$ cat src/rtl/pulse_gen_pkg.sv
// -----------------------------------------------------------------------------
// pulse_gen_pkg
// Shared definitions for the pulse generator:
//   - CNT_W_DEFAULT : default width of the high/low cycle operands and timer
//   - PCNT_W        : width of the pulse_count operand
//   - pg_state_e    : FSM state encoding (IDLE / HIGH / LOW)
// Optional feature macro used by the importing files: PULSE_GEN_BURST_EN.
// -----------------------------------------------------------------------------
package pulse_gen_pkg;

  localparam int CNT_W_DEFAULT = 32;
  localparam int PCNT_W        = 16;

  typedef enum logic [1:0] {
    IDLE = 2'd0,
    HIGH = 2'd1,
    LOW  = 2'd2
  } pg_state_e;

endpackage : pulse_gen_pkg

$ cat src/rtl/pulse_timer.sv
// -----------------------------------------------------------------------------
// pulse_timer
// Loadable CNT_W-bit down-counter shared by the HIGH and LOW phases.
// A load presets the count to the phase length N; every enabled cycle then
// counts down, and expire flags the last cycle of the phase (count == 1), so a
// phase of N cycles lasts exactly N cycles and N = 2^CNT_W-1 never wraps.
// Ports:
//   sys_clk  in   clock (rising edge)
//   reset    in   asynchronous active-low reset, clears the count
//   load     in   preset the count to value (has priority over enable)
//   value    in   CNT_W phase length
//   enable   in   count down this cycle
//   expire   out  enabled and in the final cycle of the phase
// -----------------------------------------------------------------------------
module pulse_timer
  import pulse_gen_pkg::*;
#(
  parameter int CNT_W = CNT_W_DEFAULT
) (
  input  logic             sys_clk,
  input  logic             reset,
  input  logic             load,
  input  logic [CNT_W-1:0] value,
  input  logic             enable,
  output logic             expire
);

  logic [CNT_W-1:0] count_reg;

  always_ff @(posedge sys_clk or negedge reset) begin
    if (!reset) begin
      count_reg <= '0;
    end else if (load) begin
      count_reg <= value;
    end else if (enable && (count_reg != '0)) begin
      // Saturate at zero so a stray enable can never wrap the counter.
      count_reg <= count_reg - CNT_W'(1);
    end
  end

  assign expire = enable && (count_reg == CNT_W'(1));

endmodule : pulse_timer

$ cat src/rtl/pulse_generator.sv
// -----------------------------------------------------------------------------
// pulse_generator
// Generates a registered pulse of high_cycles sys_clk cycles on request.
// With macro PULSE_GEN_BURST_EN defined it generates a burst of pulse_count
// pulses (0 treated as 1) separated by low_cycles-long gaps; a zero gap gives
// back-to-back HIGH phases with signal_out held high throughout.
// Operands are captured at acceptance; abort returns to IDLE without a done.
// Ports:
//   sys_clk      in   clock (rising edge)
//   reset        in   asynchronous active-low reset
//   start_valid  in   request
//   start_ready  out  idle and not aborting; handshake = valid && ready
//   high_cycles  in   CNT_W pulse high time
//   low_cycles   in   CNT_W gap between burst pulses (burst build only)
//   pulse_count  in   16-bit pulses per burst (burst build only)
//   abort        in   terminate current operation
//   signal_out   out  generated pulse (registered)
//   busy         out  FSM not in IDLE
//   done         out  one-cycle completion strobe (registered)
// -----------------------------------------------------------------------------
module pulse_generator
  import pulse_gen_pkg::*;
#(
  parameter int CNT_W = CNT_W_DEFAULT
) (
  input  logic              sys_clk,
  input  logic              reset,
  input  logic              start_valid,
  output logic              start_ready,
  input  logic [CNT_W-1:0]  high_cycles,
  input  logic [CNT_W-1:0]  low_cycles,
  input  logic [PCNT_W-1:0] pulse_count,
  input  logic              abort,
  output logic              signal_out,
  output logic              busy,
  output logic              done
);

  pg_state_e        state_reg, state_next;
  logic             done_next;
  logic             accept;

  logic             timer_load;
  logic             timer_enable;
  logic [CNT_W-1:0] timer_value;
  logic             timer_expire;

  assign start_ready = (state_reg == IDLE) && !abort;
  assign accept      = start_valid && start_ready;
  assign busy        = (state_reg != IDLE);

  // ---------------------------------------------------------------------------
  // Burst bookkeeping: operands latched at acceptance plus the pulse counter.
  // ---------------------------------------------------------------------------
`ifdef PULSE_GEN_BURST_EN
  logic [CNT_W-1:0]  high_reg;
  logic [CNT_W-1:0]  low_reg;
  logic [PCNT_W-1:0] pulses_left_reg, pulses_left_next;

  always_ff @(posedge sys_clk or negedge reset) begin
    if (!reset) begin
      high_reg        <= '0;
      low_reg         <= '0;
      pulses_left_reg <= '0;
    end else begin
      if (accept) begin
        high_reg <= high_cycles;
        low_reg  <= low_cycles;
      end
      pulses_left_reg <= pulses_left_next;
    end
  end
`else
  // Single-pulse build: the gap and count operands are intentionally ignored.
  logic unused_burst_inputs;
  assign unused_burst_inputs = ^{low_cycles, pulse_count};
`endif

  // ---------------------------------------------------------------------------
  // Shared phase timer. The high time is loaded straight from the input at
  // acceptance, which is what makes later input changes irrelevant.
  // ---------------------------------------------------------------------------
  pulse_timer #(
    .CNT_W (CNT_W)
  ) u_timer (
    .sys_clk (sys_clk),
    .reset   (reset),
    .load    (timer_load),
    .value   (timer_value),
    .enable  (timer_enable),
    .expire  (timer_expire)
  );

  // ---------------------------------------------------------------------------
  // FSM state and registered outputs
  // ---------------------------------------------------------------------------
  always_ff @(posedge sys_clk or negedge reset) begin
    if (!reset) begin
      state_reg  <= IDLE;
      signal_out <= 1'b0;
      done       <= 1'b0;
    end else begin
      state_reg  <= state_next;
      // Registering the next-state decode makes signal_out rise on the
      // accepting edge and fall on the edge that leaves HIGH.
      signal_out <= (state_next == HIGH);
      done       <= done_next;
    end
  end

  // ---------------------------------------------------------------------------
  // Next-state logic
  // ---------------------------------------------------------------------------
  always_comb begin
    state_next   = state_reg;
    done_next    = 1'b0;
    timer_load   = 1'b0;
    timer_enable = 1'b0;
    timer_value  = '0;
`ifdef PULSE_GEN_BURST_EN
    pulses_left_next = pulses_left_reg;
`endif

    case (state_reg)
      IDLE: begin
        if (accept) begin
`ifdef PULSE_GEN_BURST_EN
          pulses_left_next = (pulse_count == '0) ? PCNT_W'(1) : pulse_count;
`endif
          if (high_cycles == '0) begin
            // Zero-width request: nothing to drive, just report completion.
            done_next = 1'b1;
          end else begin
            state_next  = HIGH;
            timer_load  = 1'b1;
            timer_value = high_cycles;
          end
        end
      end

      HIGH: begin
        if (abort) begin
          state_next = IDLE;
        end else begin
          timer_enable = 1'b1;
          if (timer_expire) begin
`ifdef PULSE_GEN_BURST_EN
            if (pulses_left_reg <= PCNT_W'(1)) begin
              state_next = IDLE;
              done_next  = 1'b1;
            end else begin
              pulses_left_next = pulses_left_reg - PCNT_W'(1);
              timer_load       = 1'b1;
              if (low_reg == '0) begin
                // No gap: restart the high phase without leaving HIGH.
                timer_value = high_reg;
              end else begin
                state_next  = LOW;
                timer_value = low_reg;
              end
            end
`else
            state_next = IDLE;
            done_next  = 1'b1;
`endif
          end
        end
      end

      LOW: begin
`ifdef PULSE_GEN_BURST_EN
        if (abort) begin
          state_next = IDLE;
        end else begin
          timer_enable = 1'b1;
          if (timer_expire) begin
            state_next  = HIGH;
            timer_load  = 1'b1;
            timer_value = high_reg;
          end
        end
`else
        // Unreachable in the single-pulse build.
        state_next = IDLE;
`endif
      end

      default: begin
        state_next = IDLE;
      end
    endcase
  end

endmodule : pulse_generator
$ cat config.mk
export PLATFORM = sky130hd
export DESIGN_NAME = pulse_generator
export DESIGN_NICKNAME = d
export VERILOG_FILES = /design/src/rtl/pulse_gen_pkg.sv /design/src/rtl/pulse_timer.sv /design/src/rtl/pulse_generator.sv
export SDC_FILE = /design/constraint.sdc
export NUM_CORES = 1
export LEC_CHECK = 0
export BUFFER_PORTS_ARGS = -buffer_cell sky130_fd_sc_hd__buf_2
export CAP_MARGIN = 5
export CORE_MARGIN = 5
export CORE_UTILIZATION = 44
export CTS_CLUSTER_DIAMETER = 150
export DETAILED_ROUTE_END_ITERATION = 12
export PLACE_DENSITY = 0.88
export SLEW_MARGIN = 10
export SYNTH_ARGS = -nofsm -noshare
export SYNTH_HDL_FRONTEND = slang
export SYNTH_SLANG_ARGS = --single-unit
export TNS_END_PERCENT = 5
$ cat constraint.sdc
create_clock -name sys_clk -period 2.4 [get_ports sys_clk]
set_clock_uncertainty 0.15 [all_clocks]
set_input_delay 0.36 -clock sys_clk [delete_from_list [all_inputs] [get_ports sys_clk]]
set_output_delay 0.36 -clock sys_clk [all_outputs]
set_load 0.1 [all_outputs]
==> impl_metrics.tcl <==
set metrics [dict create \
    status "finished, violations left" \
    violations "hold timing, setup timing" \
    critPathCaptureType "flip-flop" \
    hold_viol 2 \
    drv_cap 0 \
    core_mm2 0.00501 \
    async_flop_share 1.00 \
    critPathMaxStageDelay_ns 0.44 \
    syn_area_per_cell_um2 8.76 \
    max-slew-margin-rel 0.457 \
    place_congestion 0.853 \
    synth.area.top_cells "dfrtp_1 (40%), nor4_1 (5.9%), nand2_1 (5.2%), o311ai_0 (4.3%), nor3_1 (4.0%)" \
    hp-class "input port to async pin" \
    yosys_most_used_dff "dfrtp_1" \
    grt_antenna_before_repair 0 \
    grt_setup_unrepaired "true" \
    overflow 0 \
    cp_top_family "simple AND/OR/NAND/NOR gates" \
    cts_tree "yes" \
    leakagePower_nw 1.21 \
    synth_most_common_cell "dfrtp_1" \
    finalWirelength_mm 6.87 \
    worstPathCellList "or3_4 -> or3_4 -> or3_4 -> buf_6 -> and3_4 -> xnor2_2 -> o21ai_1" \
    final_util 0.598 \
    cts_root_buf "clkbuf_8" \
    r2r_cells 7 \
    worstPathArrival_ns 2.48 \
    insertion_delay_ns 0.29 \
    drtIter0Drc 257 \
    nNetsFinal 416 \
    max_freq_mhz 404 \
    reg2reg_from "u_timer.count_reg[17]" \
    synth_edf_count 0 \
    grt_max_degree 37 \
    synthTopCellsByCount "dfrtp_1 (36), nand2_1 (31), nor4_1 (21), nor3_1 (18), nand3_1 (17)" \
    drive_above_1_share 0.358 \
    crit_fanout 3 \
    synthCells 255 \
    power.total_mw 1.88 \
    cp_slowest_cell "or3_4" \
    vias 2396 \
    ios 88 \
    grt_usage 0.222 \
    setup-violations-final 2 \
    numClockSinks 36 \
    regToRegEndpoint "u_timer.count_reg[4]" \
    wire_per_inst_um 17.2 \
    route.detailed.drc 0 \
    clk_path_buf_depth 2 \
    cts_htree_levels 2 \
    diodes 0 \
    ant_nets 0 \
    cts_buffers 5 \
    io_buffer_count 39 \
    reg2reg_slack_ns -0.07 \
    hpwl_mm 4.95 \
    crit_top_cell "or3_4" \
    largest_register_ffs 32 \
    fin_crit_sh 1.03 \
    cts_hold_buf 0 \
    start_util 0.446 \
    fin_hold_ws_ns -0.00502 \
    powerDensity_mw_per_mm2 628 \
    clk_pin_slew_ns 0.07 \
    rows 26 \
    ys_seq_area_frac 0.403 \
    yosys_warnings 0 \
    worstPathBufferInverterCount 1 \
    finalSetupTns_ns -0.129 \
    synth_area_mm2 0.00223 \
    first_global_vias 2481 \
    die_x_um 81.2 \
    slew_violations 0 \
    crit_path_start_kind "flip-flop" \
    tightest_slew_ns 0.814 \
    synth_seq_cells 36 \
    synth.distinct_cells 46 \
    required_ns 2.41 \
    setup_ws_ns -0.0738 \
    fin_crit_ns 2.47 \
    grt_pass1_wl_mm 11.2 \
    syn_to_final_growth_pct 34.2 \
    die_y_um 81.2 \
    die_area_mm2 0.00660 \
    viasPerCell 5.99 \
    dpl_worst_slack_ns -0.0879 \
    synth_top_area_frac 0.403 \
    setup.worst_path.class "flip-flop to flip-flop" \
    synthesis.nets 342 \
    ir_worst_vdd_v 0.000298 \
    yosysTopAreaCell "dfrtp_1" \
    first_pass_iters 4 \
]
==> kinds of logic after synthesis <==
kind of cell             after synthesis  synth area share
AO/OA/AOI/OAI                         50             0.169
XOR/XNOR                              10            0.0392
adder cells (fa/ha/maj)                3            0.0168
buffers and inverters                 20            0.0459
flip-flops                            36             0.403
other                                  1           0.00168
AND/OR/NAND/NOR                      135             0.324
==> worst max path at each step <==
stage	from	endpoint	depth (start not counted)
2_1_floorplan	u_timer.count_reg[0]	u_timer.count_reg[21]	8
3_3_place_gp	u_timer.count_reg[20]	u_timer.count_reg[13]	7
3_5_place_dp	u_timer.count_reg[18]	u_timer.count_reg[7]	7
4_1_cts	u_timer.count_reg[20]	u_timer.count_reg[4]	7
5_1_grt	u_timer.count_reg[19]	u_timer.count_reg[26]	7
6_report	u_timer.count_reg[17]	u_timer.count_reg[4]	7
==> report_power, final <==
group	total (mW)	leakage (nW)	switching, mW	internal, mW
logic	0.601	0.715	0.303	0.298
clock network	0.455	0.0455	0.221	0.234
registers	0.825	0.447	0.118	0.707
==> area by class of cell <==
type                       instances  area, um^2
clock buffer                       8        90.1
inverter                           5        18.8
tap                               70        87.6
multi-input combinational        199        1370
fill                             457        2010
timing repair buffer              82         526
sequential                        36         902
==> stage by stage <==
step	std cells	cell area, um^2
floorplan	255	2310
global placement	391	2800
detailed placement	391	2800
CTS	399	2920
global route	400	3000
finish	400	3000
==> cell usage in the layout (no fill, tap or decap), types with 2 or more instances in the layout <==
cell and instances:
clkbuf_1 2, or3_4 7, ha_1 3, or2_2 3, clkbuf_8 6, o21ai_1 4
buf_2 39, or3_1 5, or3b_2 2, a211oi_1 2, a21oi_1 3, nor4_2 2
buf_6 2, o21ai_0 5, inv_1 5, nor3_1 16, o211ai_1 8, a211o_1 2
o22ai_1 2, nand2_1 30, and3_1 2, nor2_1 12, o311a_1 2, a221o_1 2
nor4_4 3, or2_1 2, or4_1 2, nand3_1 17, buf_4 41, nor4_1 18
o311ai_1 10, dfrtp_1 35, xnor2_1 8, nand4_1 4
==> metal layers <==
metal	up-vias	track usage	part of all wire
met5	-	0	0
met4	0	0.0895	0.020
met3	19	0.0510	0.057
met2	81	0.382	0.51
met1	1172	0.265	0.41
li1	1124	-	-
==> timing repair <==
action                     4_1_cts  5_1_grt
resized for setup                6       20
hold endpoints to repair         0        0
pin swaps                        0       11
buffers inserted                 0        1
setup endpoints to repair       16       24
Note: power is estimated with default switching activity, not from simulation.
